`src/rtl/instruction_loader_if.sv`:
```
// instruction_loader_if: host byte stream, memory write port and status of the instruction loader
interface instruction_loader_if #(parameter int COUNT_W = 11);
   logic               start;
   logic [COUNT_W-1:0] word_count;
   logic [7:0]         byte_in;
   logic               byte_valid;
   logic               byte_ready;
   logic               mem_write;
   logic [31:0]        mem_address;
   logic [31:0]        mem_data;
   logic               busy;
   logic               done;
   logic               error;
   logic [31:0]        checksum;
   modport master (output start, word_count, byte_in, byte_valid,
                   input byte_ready, mem_write, mem_address, mem_data, busy, done, error, checksum);
   modport slave (input start, word_count, byte_in, byte_valid,
                  output byte_ready, mem_write, mem_address, mem_data, busy, done, error, checksum);
endinterface

```
`src/rtl/instruction_loader.sv`:
```
// instruction_loader: assembles a big-endian byte stream into words and writes them to instruction memory from address 0
module instruction_loader #(
   parameter int DEPTH_WORDS = 1024,
   parameter int COUNT_W     = 11
) (
   input logic clk,
   input logic rst,
   instruction_loader_if.slave bus
);
   localparam logic [1:0] IDLE = 2'd0, RECV = 2'd1, WRITE = 2'd2, DONE = 2'd3;
   logic [1:0]         state;
   logic [1:0]         bidx;
   logic [COUNT_W-1:0] cnt;
   logic [COUNT_W-1:0] widx;
   logic [23:0]        asm_bytes;
   logic               xfer;
   logic               legal;
   logic               last;
   assign xfer  = state == RECV && bus.byte_valid && bus.byte_ready;
   assign legal = bus.word_count != '0 && bus.word_count <= COUNT_W'(DEPTH_WORDS);
   assign last  = widx == cnt - COUNT_W'(1);
   // every output is a register so the memory and processor see glitch-free strobes
   always_ff @(posedge clk) begin
      if (rst) begin
         state           <= IDLE;
         bidx            <= '0;
         cnt             <= '0;
         widx            <= '0;
         asm_bytes       <= '0;
         bus.byte_ready  <= 1'b0;
         bus.mem_write   <= 1'b0;
         bus.mem_address <= '0;
         bus.mem_data    <= '0;
         bus.busy        <= 1'b0;
         bus.done        <= 1'b0;
         bus.error       <= 1'b0;
         bus.checksum    <= '0;
      end else begin
         bus.mem_write <= 1'b0;
         bus.done      <= 1'b0;
         case (state)
            IDLE: if (bus.start) begin
               if (legal) begin
                  state          <= RECV;
                  cnt            <= bus.word_count;
                  widx           <= '0;
                  bidx           <= '0;
                  bus.checksum   <= '0;
                  bus.error      <= 1'b0;
                  bus.busy       <= 1'b1;
                  bus.byte_ready <= 1'b1;
               end else
                  bus.error <= 1'b1;
            end
            RECV: if (xfer) begin
               asm_bytes <= {asm_bytes[15:0], bus.byte_in};
               bidx      <= bidx + 2'd1;
               if (bidx == 2'd3) begin
                  state           <= WRITE;
                  bus.byte_ready  <= 1'b0;
                  bus.mem_write   <= 1'b1;
                  bus.mem_address <= 32'({widx, 2'b00});
                  bus.mem_data    <= {asm_bytes, bus.byte_in};
               end
            end
            WRITE: begin
               bus.checksum   <= bus.checksum + bus.mem_data;
               widx           <= widx + COUNT_W'(1);
               state          <= last ? DONE : RECV;
               bus.byte_ready <= !last;
               bus.busy       <= !last;
               bus.done       <= last;
            end
            default: state <= IDLE;
         endcase
      end
   end
endmodule

```
`src/flat_wrapper.sv`:
```
// flat-port wrapper written by rule: the top's interface ports become plain ports
module instruction_loader_flat 
#(
   parameter int DEPTH_WORDS = 1024,
   parameter int COUNT_W     = 11
)
  (clk, rst, bus_start, bus_word_count, bus_byte_in, bus_byte_valid, bus_byte_ready, bus_mem_write, bus_mem_address, bus_mem_data, bus_busy, bus_done, bus_error, bus_checksum);
  instruction_loader_if #(.COUNT_W(COUNT_W)) bus_i ();
  input logic clk;
  input logic rst;
  input wire logic [$bits(bus_i.start)-1:0] bus_start;
  input wire logic [$bits(bus_i.word_count)-1:0] bus_word_count;
  input wire logic [$bits(bus_i.byte_in)-1:0] bus_byte_in;
  input wire logic [$bits(bus_i.byte_valid)-1:0] bus_byte_valid;
  output wire logic [$bits(bus_i.byte_ready)-1:0] bus_byte_ready;
  output wire logic [$bits(bus_i.mem_write)-1:0] bus_mem_write;
  output wire logic [$bits(bus_i.mem_address)-1:0] bus_mem_address;
  output wire logic [$bits(bus_i.mem_data)-1:0] bus_mem_data;
  output wire logic [$bits(bus_i.busy)-1:0] bus_busy;
  output wire logic [$bits(bus_i.done)-1:0] bus_done;
  output wire logic [$bits(bus_i.error)-1:0] bus_error;
  output wire logic [$bits(bus_i.checksum)-1:0] bus_checksum;
  assign bus_i.start = bus_start;
  assign bus_i.word_count = bus_word_count;
  assign bus_i.byte_in = bus_byte_in;
  assign bus_i.byte_valid = bus_byte_valid;
  assign bus_byte_ready = bus_i.byte_ready;
  assign bus_mem_write = bus_i.mem_write;
  assign bus_mem_address = bus_i.mem_address;
  assign bus_mem_data = bus_i.mem_data;
  assign bus_busy = bus_i.busy;
  assign bus_done = bus_i.done;
  assign bus_error = bus_i.error;
  assign bus_checksum = bus_i.checksum;
  instruction_loader #(.DEPTH_WORDS(DEPTH_WORDS), .COUNT_W(COUNT_W)) u_core (.clk(clk), .rst(rst), .bus(bus_i));
endmodule
```
`config.mk`:
```
export PLATFORM = sky130hd
export DESIGN_NAME = instruction_loader_flat
export DESIGN_NICKNAME = d
export VERILOG_FILES = /design/src/rtl/instruction_loader_if.sv /design/src/rtl/instruction_loader.sv /design/src/flat_wrapper.sv
export SDC_FILE = /design/constraint.sdc
export NUM_CORES = 1
export LEC_CHECK = 0
export CAP_MARGIN = 20
export CORE_ASPECT_RATIO = 0.6
export CORE_MARGIN = 2
export CORE_UTILIZATION = 57
export DETAILED_ROUTE_END_ITERATION = 7
export PLACE_DENSITY = 0.89
export REMOVE_ABC_BUFFERS = 1
export SETUP_SLACK_MARGIN = 0.4
export SLEW_MARGIN = 20
export SYNTH_ARGS = -nofsm -noshare
export SYNTH_HDL_FRONTEND = slang
export SYNTH_SLANG_ARGS = --single-unit
```
`constraint.sdc`:
```
create_clock -name clk -period 5 [get_ports clk]
set_clock_uncertainty 0.05 [all_clocks]
set_input_delay 1.25 -clock clk [delete_from_list [all_inputs] [get_ports clk]]
set_output_delay 1.25 -clock clk [all_outputs]
set_load 0.005 [all_outputs]
```
After elaboration in Yosys (flattened, before gate mapping)
Index checks and enable logic that the tools add are counted.
W data, S select, Z words.

cells by class
  add/subtract/negate cells = 4
  order comparisons = 1
  equal/unequal tests = 8
  mux-type cells = 24
  bitwise gates (word level) = 3
  reduce and logical (&&, ||, !) cells = 19

operator list
  cell                     number
  $mux W32                 2
  $pmux W32 S2             1
  $add A32 B32 Y32         1
  $mux W11                 2
  $pmux W11 S2             1
  $mux W2                  8
  $add A11 B1 Y11 const B  1
  $eq A11 B11 Y1           1
  $le A11 B11 Y1 const B   1
  $reduce_bool A11 Y1      1
  $sub A11 B1 Y11 const B  1
  $reduce_and A3 Y1        3
  $reduce_and A4 Y1        2
  $mux W1                  6
  $pmux W2 S3              1
  $reduce_and A5 Y1        1
  $eq A2 B2 Y1 const B     2
  $ne A2 B1 Y1 const B     2
  $ne A2 B2 Y1 const B     2
  $pmux W2 S2              1
  $reduce_and A2 Y1        2
  $reduce_bool A2 Y1       2
  $logic_and A1 B1 Y1      3
  $not A1 Y1               3
  9 further kinds          9

word-level totals
  register bits = 130
  output and inout port bits = 101
  logic and storage cells = 72

Longest topological paths before layout
Gate-level depths: netlist of run 1.

  word-level depth = 5
  gate-level depth with buffers = 11

Worst setup path after synthesis of run 1
No wires, ideal clock.

  kind = input port to flip-flop
  start point = in bus_word_count[6]
  end point = reg u_core.bus.checksum[31]
  arrival = 3126 ps
  required time = 4868 ps
  slack = 1741 ps
  stages on the path = 8
  path buffers = 0
  path through = or4_4 or4_1 a41oi_1 and2_1 and3b_1 nor2b_1 mux2i_1 o221ai_1

on the way
  longest elaborated chain between the ends = 4
  elaborated cells between the ends (all ways) = 5
  classes of those cells = order compare (1); eq/ne (1); reduce/logical (3)

ends and longest elaborated chain
  item                                                   RTL line                     text
  from (decl)                                            flat_wrapper.sv:12           input wire logic [$bits(bus_i.word_count)-1:0] bus_word_count;
  $le A11 B11 Y1 or $reduce_bool A11 Y1 (tied branches)  instruction_loader.sv:20     assign legal = bus.word_count != '0 && bus.word_count <= COUNT_W'(DEPTH_WORDS);
  $logic_and A1 B1 Y1 (*)                                instruction_loader.sv:20
  $ne A2 B1 Y1 (no source line) (*)                      --
  $reduce_and A3 Y1 (no source line) (*)                 --
  to (signal assigned)                                   instruction_loader.sv:67     bus.checksum <= bus.checksum + bus.mem_data;
  to (decl)                                              instruction_loader_if.sv:18  output byte_ready, mem_write, mem_address, mem_data, busy, done, error, checksum);

Every way passes the cells marked *; elsewhere a longest branch is shown, timed or not.
A chain may end at the register's enable or synchronous reset.

Worst setup path in the final report of run 1
Ends and elaborated chain as after synthesis.

==> results.md, run 1 <==
- Initial DRC count: 694
- Clk pin slew, worst setup/hold paths: 0.06 ns
- Post-synthesis sequential area ratio: 38.31%
- Max VDD drop: 262.8 uV
- Root Buffer: clkbuf_16
- Sw Pwr: 0.0005450 W
- Arrival time worst endpoint: 4.09 ns
- Commonest cells in the netlist: nand2_1, dfxtp_1, a21oi_1, nor2_1, o21ai_0
- Initial antenna violation count: 0
- Worst skew pair latency: 0.42 ns
- Yosys top cell area share: 38.31%
- Synth warnings: 0
- Startpoint Class: primary input
- Worst R2R Path Depth: 11
- Clk pwr share: 52.6%
- Share of cells above drive strength 1: 5.219%
- FF-to-FF End: u_core.bus.checksum[26]
- Most numerous cell in the Yosys netlist: nand2_1
- Synth unique cells: 60
- Worst Setup Path Type: primary input to flip-flop
- Design internal power: 0.001913 W
- Die height: 88.57 um
- Cts hold-fix bufs: 0
- WP data required: 5.29 ns
- Yosys reg bits: 130
- Slowest CP cell: or4_4
- Slew Viols, Final: 0
- Met3 global-route usage: 7.526%
- Reg2Reg Setup Slack: 1.83 ns
- Hold Crit Class: flip-flop to flip-flop
- Layout net count: 1003
- Most used routing layer: met2
- Syn_area_per_cell: 7.836 um^2
- IO Count: 124
- Seq pwr share: 42.8%
- Routed Antenna Nets: 0
- Antenna fix cells: 0
- Gr ovfl total: 0
- Tmin final: 3.805 ns
- Row count: 30
- Clock Sinks: 130
- Pleak: 3.211 nW
- Wire length of the first global-routing pass: 30550 um
- RSZ-0062 raised after global routing: no
- Worst path max stage delay: 0.57 ns
- HP Start: u_core.asm_bytes[20]
- Filler-free cell count of the finished design: 1118
- Maximum clock rate: 262.8 MHz
- Largest area contributor in the netlist: dfxtp_1
- Crit path capture type: flip-flop
- Vias per inst: 5.859
- Buffers on Ports: 102
- Die ar.: 12840 um^2
- TritonCTS clock tree: done
- Final setup viols: 0
- FF-to-FF Start: u_core.bus.checksum[0]
- HPWL after DPL: 13700 um
- Hold path depth: 2
- Slew HR: 32.93%
- Tot GR Track Use: 30.18%
- Max cap viols: 0
- Met1 Track Usage GR: 42.64%
- Final GP Congestion: 0.9405
- Final wirelength: 19430 um
- Drt drc: 0
- Post-Syn Area: 6794 um^2
- Via count: 6550
- Wire per inst: 17.38 um
- Post-synth EDFFs: 0
- Post-CTS Resized: 0
- Max clock buf depth: 2
- Hold-critical path endpoint: u_core.bus.mem_data[28]
- Share of synthesized flip-flops with an asynchronous set or reset: 0%
- Layout area overhead: 23.98%
- Worst-Margin Slew: 1.003 ns
- Inst Count DP: 1086
- Vias in the first global route: 5929
- Critical-path cell list: clkdlybuf4s50_1 -> or4_4 -> or4_1 -> a41oi_2 -> and2_1 -> buf_4 -> and3b_1 -> nor2b_1 -> mux2i_1 -> o221ai_1
- TritonCTS Buffers: 17
- Status: finished clean
- Logic pwr share: 4.6%
- Core ar.: 11450 um^2
- Final TNS setup: 0 ns
- Crit-path max FO: 20
- Syn Inst Count: 867
- Largest net degree at the start of global routing: 83
- Die width: 144.9 um
- Hold Fails Final Rpt: 0
- Main flop type after synthesis: dfxtp_1
- H-tree Lvls: 4
- Starting density of the core: 59.34%
- Leading post-synthesis cells by cell area: dfxtp_1, nand2_1, a21oi_1
- Final Cycle Share: 76.10%
- Sw frac: 22.17%
- M2 GR Usage: 45.97%
- Cell area power density: 291.8 nW/um^2
- Post-CTS Setup Bufs: 0
- Detailed Routing Iterations Pass 1: 5
==> through the flow <==
| step | util (%) | instance area (um^2) | power [W] | worst slack [ns] | hold WS (ns) |
|---|---|---|---|---|---|
| after floorplan | - | 6520 | 0.001126 | 0.6283 | 0.3760 |
| after global placement | 68.12 | 7799 | 0.001179 | 0.9104 | 0.3917 |
| after detailed placement | 68.12 | 7799 | 0.001182 | 0.7550 | 0.3966 |
| after CTS | 73.55 | 8421 | 0.002457 | 1.196 | 0.4043 |
| after global routing | 73.57 | 8423 | 0.002529 | 1.043 | 0.4252 |
| final | 73.57 | 8423 | 0.002458 | 1.195 | 0.4021 |
==> power groups by stage <==
| stage | Clock (W) | Sequential (W) | Combinational (W) |
|---|---|---|---|
| final | 0.00129 | 0.00105 | 0.000112 |
| after global routing | 0.00135 | 0.00105 | 0.000121 |
| after CTS | 0.00130 | 0.00105 | 0.000109 |
| after detailed placement | 0 | 0.00107 | 0.000108 |
| after global placement | 0 | 0.00107 | 0.000105 |
| after floorplan | 0 | 0.00107 | 0.0000546 |
==> worst max-delay path: cells and delay by family <==
kind | cells | cell delay (ns)
AO/OA/AOI/OAI | 2 | 0.42
buffers and inverters | 2 | 0.69
multiplexers | 1 | 0.09
AND/OR/NAND/NOR | 5 | 1.64
==> cell families (layout without fill, tap and decap cells) <==
family / Yosys count / after routing / synth area share (%)
AND/OR/NAND/NOR: 328 / 328 / 21.20
AO/OA/AOI/OAI: 234 / 234 / 20.64
flip-flops: 130 / 130 / 38.31
buffers and inverters: 84 / 155 / 5.912
XOR/XNOR: 42 / 42 / 5.414
adder cells (fa/ha/maj): 35 / 35 / 6.556
multiplexers: 13 / 13 / 1.915
other: 1 / 21 / 0.05520
==> cell type report <==
cell class	count	area, um^2
clock buffers	20	466.7
clock inverters	12	155.1
flip-flops and latches	130	2603
well taps	160	200.2
repair buffers	109	1071
fillers	856	3025
multi-input cells	673	3875
inverters	14	52.55
==> worst max path at each step <==
stage,start,endpoint,slack (ns),cells after the start
5_1_grt,bus_word_count[6],u_core.bus.checksum[31],1.04,10
3_5_place_dp,bus_word_count[6],u_core.bus.checksum[31],0.75,10
2_1_floorplan,bus_word_count[6],u_core.bus.checksum[31],0.63,8
4_1_cts,bus_word_count[6],u_core.bus.checksum[31],1.20,10
6_report,bus_word_count[6],u_core.bus.checksum[31],1.20,10
3_3_place_gp,bus_word_count[6],u_core.bus.checksum[31],0.91,10
==> state kept, by name, indices dropped and copies added (netlist names), 2 cells and up <==
register                cells
u_core.bidx                 2
u_core.widx                11
u_core.asm_bytes           24
u_core.bus.mem_address     11
u_core.bus.mem_data        32
u_core.state                2
u_core.bus.checksum        32
u_core.cnt                 11
==> layout by cell type, fill, tap and decap left out, drive strengths merged, types with 8 or more instances in the layout <==
cell type / instances
dfxtp: 130
a22oi: 8
nor3: 10
o21ai: 46
nand4: 12
nand2: 183
nand3: 11
conb: 21
xnor2: 19
buf: 8
xor2: 23
nor2: 64
a21o: 12
clkbuf: 20
a21oi: 108
mux2i: 13
ha: 34
inv: 15
clkdlybuf4s50: 101
==> routing by layer <==
metal,up-vias,routed length (um)
met3,33,1887
li1,3148,-
met5,-,0
met2,311,8177
met4,0,306
met1,3058,9062
No activity file was read; power rests on OpenSTA's default activity.
==> run 2: changes to the inputs <==
--- a/config.mk
+++ b/config.mk
@@ -8,9 +8,9 @@
 export CAP_MARGIN = 20
 export CORE_ASPECT_RATIO = 0.6
 export CORE_MARGIN = 2
-export CORE_UTILIZATION = 57
+export CORE_UTILIZATION = 53
 export DETAILED_ROUTE_END_ITERATION = 7
-export PLACE_DENSITY = 0.89
+export PLACE_DENSITY = 0.84
 export REMOVE_ABC_BUFFERS = 1
 export SETUP_SLACK_MARGIN = 0.4
 export SLEW_MARGIN = 20
==> constraint.sdc (replaced) <==
create_clock -name clk -period 3.6 [get_ports clk]
set_clock_uncertainty 0.05 [all_clocks]
set_input_delay 0.9 -clock clk [delete_from_list [all_inputs] [get_ports clk]]
set_output_delay 0.9 -clock clk [all_outputs]
set_load 0.005 [all_outputs]
==> results.md, run 2 (synthesis gave the netlist of run 1 again) <==
- Final GP Congestion: 0.9621 (+2.3%)
- HPWL after DPL: 13680 um (-0.14%)
- Routed Antenna Nets: 0 (unchanged)
- Arrival time worst endpoint: 3.42 ns (-0.67 ns)
- Drt drc: 0 (unchanged)
- WP data required: 3.88 ns (-1.41 ns)
- IO Count: 124 (unchanged)
- Clock Sinks: 130 (unchanged)
- Worst skew pair latency: 0.42 ns (about the same)
- Final TNS setup: 0 ns (unchanged)
- Die ar.: 13770 um^2 (+7.3%)
- Final Cycle Share: 87.11%
- Share of cells above drive strength 1: 6.218% (+1.0 points)
- Hold Crit Class: flip-flop to flip-flop
- Worst-Margin Slew: 0.6776 ns (-0.3256 ns)
- Max VDD drop: 328.5 uV (+25%)
- Worst path most repeated cell: or4_4
- Core ar.: 12300 um^2 (+7.4%)
- Max cap viols: 0 (unchanged)
- Initial DRC count: 554 (-20%)
- Power consumption: 0.003157 W (+28%)
- Row count: 31 (+3.3%)
- Cell area power density: 374.2 nW/um^2 (+28%)
- TritonCTS Buffers: 17 (unchanged)
- Initial antenna violation count: 0 (unchanged)
- Worst Setup Path Type: primary input to flip-flop
- H-tree Lvls: 4 (unchanged)
- Buffers on Ports: 102 (unchanged)
- Gr ovfl total: 0 (unchanged)
- Tot GR Track Use: 27.59% (-2.6 points)
- RSZ-0062 raised after global routing: yes
- Registers with the most flip-flops: u_core.bus.checksum (32), u_core.bus.mem_data (32), u_core.asm_bytes (24)
- Maximum clock rate: 318.9 MHz
- Layout area overhead: 24.18%
- Wire length of the first global-routing pass: 29740 um (-2.7%)
- Tmin final: 3.136 ns
- Slowest CP cell: or4_4
- Starting density of the core: 55.26% (-4.1 points)
- Final wirelength: 18830 um (-3.1%)
- TritonCTS clock tree: done
- Detailed Routing Iterations Pass 1: 5 (unchanged)
- Vias per inst: 5.727 (-2.3%)
- Max clock buf depth: 2 (unchanged)
- Pleak: 3.215 nW (+0.11%)
- Status: finished clean
- Startpoint Class: primary input
- Final setup viols: 0 (unchanged)
- Slew HR: 54.72% (+22 points)
- Root Buffer: clkbuf_16
- Post-CTS Setup Bufs: 0 (unchanged)
- Wire per inst: 16.66 um (-4.1%)
- Crit-path max FO: 3 (-85%)
- Clk pin slew, worst setup/hold paths: 0.06 ns (about the same)
- WP buf/inv: 1 (-1)
- Most frequent cells in the layout: nand2_1, dfxtp_1, a21oi_1
- Crit path capture type: flip-flop
- Largest net degree at the start of global routing: 58 (-30%)
- Die width: 150.2 um (+3.6%)
- CP top delay family: simple AND/OR/NAND/NOR gates
- Critical-path cell list: clkdlybuf4s50_1 -> or4_4 -> or4_4 -> a41oi_2 -> and2_1 -> and3b_1 -> nor2b_1 -> mux2i_1 -> o221ai_1
- Vias in the first global route: 5695 (-3.9%)
- Worst path max stage delay: 0.57 ns (about the same)
- Antenna fix cells: 0 (unchanged)
- Layout net count: 1011 (+0.80%)
- Via count: 6471 (-1.2%)
- Slew Viols, Final: 0 (unchanged)
- Commonest non-fill, non-tap cell in the layout: nand2_1
- Hold Fails Final Rpt: 0 (unchanged)
- Die height: 91.70 um (+3.5%)
## run 2: changes by cell type in the layout (fill, tap and decap cells not counted), sizes merged
cell / previous run / this run
buf: 8 / 16
bufinv: 3 / 0
clkinv: 6 / 9
clkbuf: 20 / 18
inv: 15 / 16
## run 2: power breakdown
part / internal, W / total (W) / switching [W] / leakage, nW
registers: 0.00145 / 0.00146 / 0.0000117 / 1.05
logic: 0.0000660 / 0.000158 / 0.0000923 / 1.90
clock network: 0.000891 / 0.00154 / 0.000647 / 0.262
total: 0.00241 / 0.00316 / 0.000751 / 3.21
## run 2: worst register-to-register path, stage by stage, from the launching register on
cell,delay (ns)
dfxtp_1,0.37
ha_1,0.22
inv_1,0.07
fa_1,0.40
nand2b_1,0.22
a21oi_2,0.22
o211ai_1,0.18
a2111oi_4,0.40
o2111ai_2,0.21
a21boi_0,0.23
o21ai_0,0.10
a32o_1,0.27
## run 2: what timing repair did
item | in CTS | in global routing
endpoints found under the setup margin | 1 | 6
resized for setup | 1 | 5
hold buffers | 0 | 0
## run 2: final cells by class
| type | instances | area (um^2) |
|---|---|---|
| Clock inverter | 13 | 88.84 |
| Timing Repair Buffer | 117 | 1144 |
| Sequential cell | 130 | 2603 |
| Multi-Input combinational cell | 673 | 3904 |
| Inverter | 14 | 52.55 |
| Fill cell | 998 | 3859 |
| Clock buffer | 18 | 439.2 |
| Tap cell | 165 | 206.4 |
## run 2: final timing paths
path	startpoint	end	slack [ns]	cells past startpoint
setup / recovery	bus_word_count[6]	u_core.bus.checksum[31]	0.46	9
hold / removal	u_core.asm_bytes[17]	u_core.bus.mem_data[25]	0.40	2
setup reg to reg	u_core.bus.mem_data[0]	u_core.bus.checksum[26]	0.56	11
hold reg to reg	u_core.asm_bytes[17]	u_core.bus.mem_data[25]	0.40	2
## run 2: per-layer routing
| layer | vias to the layer above | GRT usage, % | wire (um) |
|---|---|---|---|
| li1 | 3153 | - | - |
| met1 | 2965 | 42.44 | 8936 |
| met2 | 326 | 37.98 | 7677 |
| met3 | 27 | 6.567 | 1994 |
| met4 | 0 | 7.154 | 222 |
| met5 | - | 0 | 0 |
## run 2: per-stage QoR
stage / util, % / hold WS [ns] / cells / setup WS (ns) / instance area (um^2)
detailed placement: 64.07 / 0.3955 / 1099 / 0.002902 / 7878
finish: 68.62 / 0.4042 / 1130 / 0.4642 / 8437
CTS: 68.36 / 0.4036 / 1130 / 0.4307 / 8406
global placement: 64.07 / 0.3901 / 1099 / 0.09783 / 7878
global route: 68.62 / 0.4211 / 1130 / 0.3731 / 8437
floorplan: - / 0.3760 / 817 / -0.4217 / 6520
